===== src/rtl/serial_adder.sv =====
// Multi-cycle adder/subtractor: BITS_PER_CYCLE bits per clock, LSB first, carry held in a flop.
// Define SERIAL_ADDER_OVF_EN to add the signed-overflow output ovf.
module serial_adder #(
    parameter int WIDTH          = 8,
    parameter int BITS_PER_CYCLE = 1
) (
    input  logic             clk,
    input  logic             rst_n,
    input  logic             start,
    input  logic             sub,
    input  logic [WIDTH-1:0] a,
    input  logic [WIDTH-1:0] b,
    output logic             busy,
    output logic             done,
    output logic [WIDTH-1:0] sum,
    output logic             cout
`ifdef SERIAL_ADDER_OVF_EN
    ,
    output logic             ovf
`endif
);

    localparam int N  = WIDTH / BITS_PER_CYCLE;
    localparam int CW = (N > 1) ? $clog2(N) : 1;
    localparam logic [CW-1:0] LAST = CW'(N - 1);

    typedef enum logic [1:0] {S_IDLE, S_RUN, S_DONE} state_t;

    state_t                  state;
    logic [WIDTH-1:0]        opa;
    logic [WIDTH-1:0]        opb;
    logic [WIDTH-1:0]        res;
    logic                    carry;
    logic [CW-1:0]           cnt;
    logic [BITS_PER_CYCLE:0] chunk;
    logic [WIDTH-1:0]        res_next;

    // One slice of the adder; chunk[MSB] is the carry into the next slice.
    assign chunk = {1'b0, opa[BITS_PER_CYCLE-1:0]}
                 + {1'b0, opb[BITS_PER_CYCLE-1:0]}
                 + {{BITS_PER_CYCLE{1'b0}}, carry};

    // Result chunks enter from the MSB end so the first chunk lands at bit 0 after N shifts.
    assign res_next = (res >> BITS_PER_CYCLE)
                    | (WIDTH'(chunk[BITS_PER_CYCLE-1:0]) << (WIDTH - BITS_PER_CYCLE));

`ifdef SERIAL_ADDER_OVF_EN
    logic cin_msb;
    assign cin_msb = opa[BITS_PER_CYCLE-1] ^ opb[BITS_PER_CYCLE-1] ^ chunk[BITS_PER_CYCLE-1];
`endif

    always_ff @(posedge clk or negedge rst_n) begin
        if (!rst_n) begin
            state <= S_IDLE;
            opa   <= '0;
            opb   <= '0;
            res   <= '0;
            carry <= 1'b0;
            cnt   <= '0;
            busy  <= 1'b0;
            done  <= 1'b0;
            sum   <= '0;
            cout  <= 1'b0;
`ifdef SERIAL_ADDER_OVF_EN
            ovf   <= 1'b0;
`endif
        end else begin
            case (state)
                S_IDLE: begin
                    done <= 1'b0;
                    if (start) begin
                        opa   <= a;
                        // Subtraction as a + ~b + 1: invert b here, the +1 enters via carry.
                        opb   <= b ^ {WIDTH{sub}};
                        carry <= sub;
                        cnt   <= '0;
                        busy  <= 1'b1;
                        state <= S_RUN;
                    end
                end
                S_RUN: begin
                    opa   <= opa >> BITS_PER_CYCLE;
                    opb   <= opb >> BITS_PER_CYCLE;
                    res   <= res_next;
                    carry <= chunk[BITS_PER_CYCLE];
                    cnt   <= cnt + 1'b1;
                    if (cnt == LAST) begin
                        sum   <= res_next;
                        cout  <= chunk[BITS_PER_CYCLE];
`ifdef SERIAL_ADDER_OVF_EN
                        ovf   <= cin_msb ^ chunk[BITS_PER_CYCLE];
`endif
                        done  <= 1'b1;
                        state <= S_DONE;
                    end
                end
                S_DONE: begin
                    done  <= 1'b0;
                    busy  <= 1'b0;
                    state <= S_IDLE;
                end
                default: state <= S_IDLE;
            endcase
        end
    end

endmodule


===== config.mk =====
export PLATFORM = sky130hd
export DESIGN_NAME = serial_adder
export DESIGN_NICKNAME = d
export VERILOG_FILES = /design/src/rtl/serial_adder.sv
export SDC_FILE = /design/constraint.sdc
export NUM_CORES = 1
export LEC_CHECK = 0
export CAP_MARGIN = 20
export CORE_MARGIN = 10
export CORE_UTILIZATION = 51
export CTS_CLUSTER_SIZE = 30
export DETAILED_ROUTE_END_ITERATION = 8
export PLACE_DENSITY = 0.87
export SKIP_CTS_REPAIR_TIMING = 1
export SLEW_MARGIN = 20
export SYNTH_ARGS = -nofsm -noshare
export SYNTH_HDL_FRONTEND = slang
export SYNTH_SLANG_ARGS = --single-unit

===== constraint.sdc =====
create_clock -name clk -period 1.8 [get_ports clk]
set_input_delay 0.36 -clock clk [delete_from_list [all_inputs] [get_ports clk]]
set_output_delay 0.36 -clock clk [all_outputs]
set_load 0.02 [all_outputs]

# Yosys cells after proc, flatten, opt, wreduce, memory -nomap -nowiden

Cells that the tools add are included.

Bits in registers: 41
Input port bits: 20
Output and inout port bits: 11

Add/sub/neg operators: 3
Eq/ne operators: 5
Multiplexer cells: 15
Bitwise gates (word level): 2
Reductions and logical operators: 10

Operators by type and width:

| operator                                                         | number |
|---|---|
| 8-bit case mux with 2 select lines                               | 2 |
| 8-bit 2-to-1 mux                                                 | 2 |
| 2-bit AND reduction                                              | 5 |
| 7-bit by 8-bit OR with 8-bit output                              | 1 |
| 8-bit bitwise XOR                                                | 1 |
| 1-bit case mux with 2 select lines                               | 3 |
| 3-bit case mux with 2 select lines                               | 1 |
| 2-bit nonzero test                                               | 3 |
| 2-bit 2-to-1 mux                                                 | 2 |
| 2-bit inequality test (second input constant)                    | 2 |
| 2-bit case mux with 2 select lines                               | 1 |
| 3-bit by 1-bit adder with 3-bit output (second input constant)   | 1 |
| 3-bit == test (second input constant)                            | 1 |
| 1-bit 2-to-1 mux                                                 | 3 |
| 3-bit 2-to-1 mux                                                 | 1 |
| 1-bit by 1-bit adder with 2-bit output                           | 1 |
| 2-bit by 1-bit adder with 2-bit output                           | 1 |
| 2-bit by 1-bit == test with 1-bit output (second input constant) | 1 |
| 2-bit == test (second input constant)                            | 1 |
| 2-bit logical NOT                                                | 1 |
| 2-bit OR reduction                                               | 1 |

# Longest topological paths before layout

Depth after elaboration: 4
Mapped depth: 5
Depth with buffers taken out: 4

# Worst setup path after synthesis

No wires, ideal clock.

Kind: register to register
Start point: register cnt[0]
End point: register cout
Setup time: 0.125 ns
Data arrival time: 1.262 ns
Slack: 0.413 ns
Stages on the path, launching flop included: 6
Clock period less this slack: 1.387 ns
Cells stage by stage: dfrtp_1 -> ha_1 -> ha_1 -> nand2_2 -> buf_6 -> mux2_4

Cells in the longest elaborated chain, start to end: 2

Ends and longest elaborated chain:

| what                                 | RTL line | RTL |
|---|---|---|
| start, declared                      | 34       | `logic [CW-1:0] cnt;` |
| start signal, assigned               | 86       | `cnt <= cnt + 1'b1;` |
| 3-bit == test                        | 87       | `if (cnt == LAST) begin` |
| 2-bit AND reduction (no source line) | --       |  |
| end signal, assigned                 | 89       | `cout <= chunk[BITS_PER_CYCLE];` |
| end, declared                        | 16       | `output logic cout` |

No other way between the ends.
A chain may end at the register's enable or synchronous reset.

# Worst setup path in the final report

Start point: register sum[7]
End point: output port sum[7]

RTL lines:

| what                   | RTL line | RTL |
|---|---|---|
| start, declared        | 15       | `output logic [WIDTH-1:0] sum,` |
| start signal, assigned | 88       | `sum <= res_next;` |

No word-level cell between the ends.

==> impl_metrics.ini <==
[sta]
relSlewSlack_pct = 76.45
max_freq_mhz = 594.5
setup_viol = 0
hold_ws_ps = 492.8
period_needed_ps = 1682
worstMarginPinSlew_ps = 352.0
setup-tns-final_ps = 0
final_max_slew_viol_count = 0
rsz0062_at_grt = no
fin_skew_ps = 3.283
finalHoldViolations = 0
fin_crit_sh_pct = 93.44

[final_layout]
fillers = 279
area_delta_synth_final_pct = 26.31
final_cell_mix = dfrtp_1, clkdlybuf4s50_1, nand2_1, o21ai_0, mux2_2
n_antenna_cell = 0
final_common_cell = dfrtp_1
design_area_um2 = 2235
drive_gt1_share_pct = 20.11
fin_nets = 202

[floorplanning]
rows = 21
fp.coreArea_um2 = 3337
die_y_um = 78.90
dieArea_um2 = 6225
ioPinCount = 31
start_util_pct = 53.02
die-width_um = 78.90

[global_routing]
use_met3_pct = 5.856
grt_pass1_vias = 1281
grt_use_met2_pct = 18.91
grt_max_degree = 41
grt-ovfl-total = 0
grt_pass1_wl_um = 6003
antenna_found_initial = 0
grt_usage_pct = 11.85
use_met1_pct = 13.33
busiest_layer = met2

[worst_setup_path]
path_delay_family = buffers and inverters
slowest_delay_ps = 610
path_cells = clkdlybuf4s50_1
r2r_slack_ps = 220
crit_slowest_cell = clkdlybuf4s50_1
critPathMaxFanout = 2
endpoint_kind = output port
arrival_ps = 1320
worstSetupPathType = reg2out
cp-start-kind = register
cp_data_required_time_ps = 1440
crit_buf_inv = 1

[drt]
vias_per_cell = 5.267
antenna_left = 0
routed-via-count = 1185
wl_um = 3398
drt_iter0_markers = 38
wl_per_cell_um = 15.10
dr.pass1.iters = 4
route.detailed.drc = 0

[cts]
h-tree-depth = 2
cts_tree = yes
cts_buffers = 5
clkLatencyLatePin_ps = 340
path_clk_slew_ps = 100
clk_path_buf_depth = 2
cts_num_sinks = 40
cts_root_buffer = clkbuf_4

[yosys]
ys_ff_latch = 40
ys_types = 28
synth_top_cell_by_area = dfrtp_1
synth_cells = 142
synth_top_area_share_pct = 56.58
synth_seq_area_share_pct = 56.58
yosysWarnings = 0
syn_nets = 165
netlist_area_um2 = 1769
syn_area_per_cell_um2 = 12.46
synthTopCellsByArea = dfrtp_1, mux2_4, mux2_2, xnor2_1, nand2_1

[status]
status = completed

[pwr]
p_per_area_nw_per_um2 = 1536
p_leak_uw = 0.001008
peakVddDrop_v = 0.0008564

[place]
post_dp_cell_area_um2 = 2160
gp_congestion = 0.7836
portBuffers = 30
dp_hpwl_um = 2594

[min_path]
hp-class = reg2reg

[flow_run]
drv_cap = 0
## kinds of logic (layout without fill, tap and decap cells)
group	after synthesis	in the layout	share of synthesized area [%]
fa+ha+maj	3	3	2.546
compound gates	31	31	12.02
buf+inv	13	50	3.748
simple gates	30	30	8.628
mux	17	17	12.52
xor+xnor	8	8	3.961
flops	40	40	56.58
## power by group
part	total, uW	switching [uW]	leakage (uW)	internal [uW]
sequential	1530	250	0.000507	1280
combinational	1420	610	0.000464	810
clock	486	265	0.0000374	222
## per-stage QoR
step                power [uW]  setup WS, ps  util, %  cells
floorplan                 2440         413.2        -    142
detailed placement        2992         127.0    64.72    217
global placement          2892         180.2    64.72    217
CTS                       3480         86.85    66.67    224
finish                    3433         118.0    66.97    225
global route              3702         45.62    66.97    225
## synthesized netlist by cell type
cell type / n
o21bai_1: 1
a22o_1: 3
and2_1: 2
buf_2: 5
nor2_1: 4
nand3b_1: 4
a21oi_1: 2
fa_1: 1
inv_1: 3
dfrtp_1: 40
mux2_4: 8
a31oi_1: 2
ha_1: 2
or3b_1: 1
o211ai_1: 4
o21ai_0: 9
a221o_1: 3
buf_4: 1
nor2b_4: 1
xnor2_1: 8
mux2_2: 9
a22oi_1: 6
nand2_2: 1
o22ai_1: 1
nand2_1: 16
clkbuf_1: 3
buf_6: 1
nor2b_1: 1
## per-layer routing
layer  up-vias  routed length [um]
met5         -                   0
met4         0                  55
met3         5                 243
met2        34                1623
met1       572                1477
li1        574                   -
## state kept, by name (all words and copies together), names as in the netlist
signal	flops
busy	1
carry	1
cnt	3
cout	1
done	1
opa	8
opb	8
res	7
state	2
sum	8
## worst register-to-register path: stages (launching register included)
cell     delay, ps
dfrtp_1        400
ha_1           200
ha_1           210
nand2_2        290
mux2_2         380
## worst paths after layout
kind,from,end,depth (start not counted)
hold / removal,opa[4],opa[4],2
setup reg to reg,cnt[0],sum[5],4
max in group asynchronous,rst_n,cnt[0],3
hold reg to reg,opa[4],opa[4],2
min in group asynchronous,rst_n,sum[1],3
setup / recovery,sum[7],sum[7],1
## final cells by class
class	count	area, um^2	share of cell area (%)
timing repair buffer	40	397.9	17.81
sequential	40	1001	44.79
inverter	3	11.26	0.5039
tap	46	57.56	2.576
multi-input combinational	89	701.9	31.41
clock buffer	7	65.06	2.912
No activity file was read; power rests on OpenSTA's default activity.
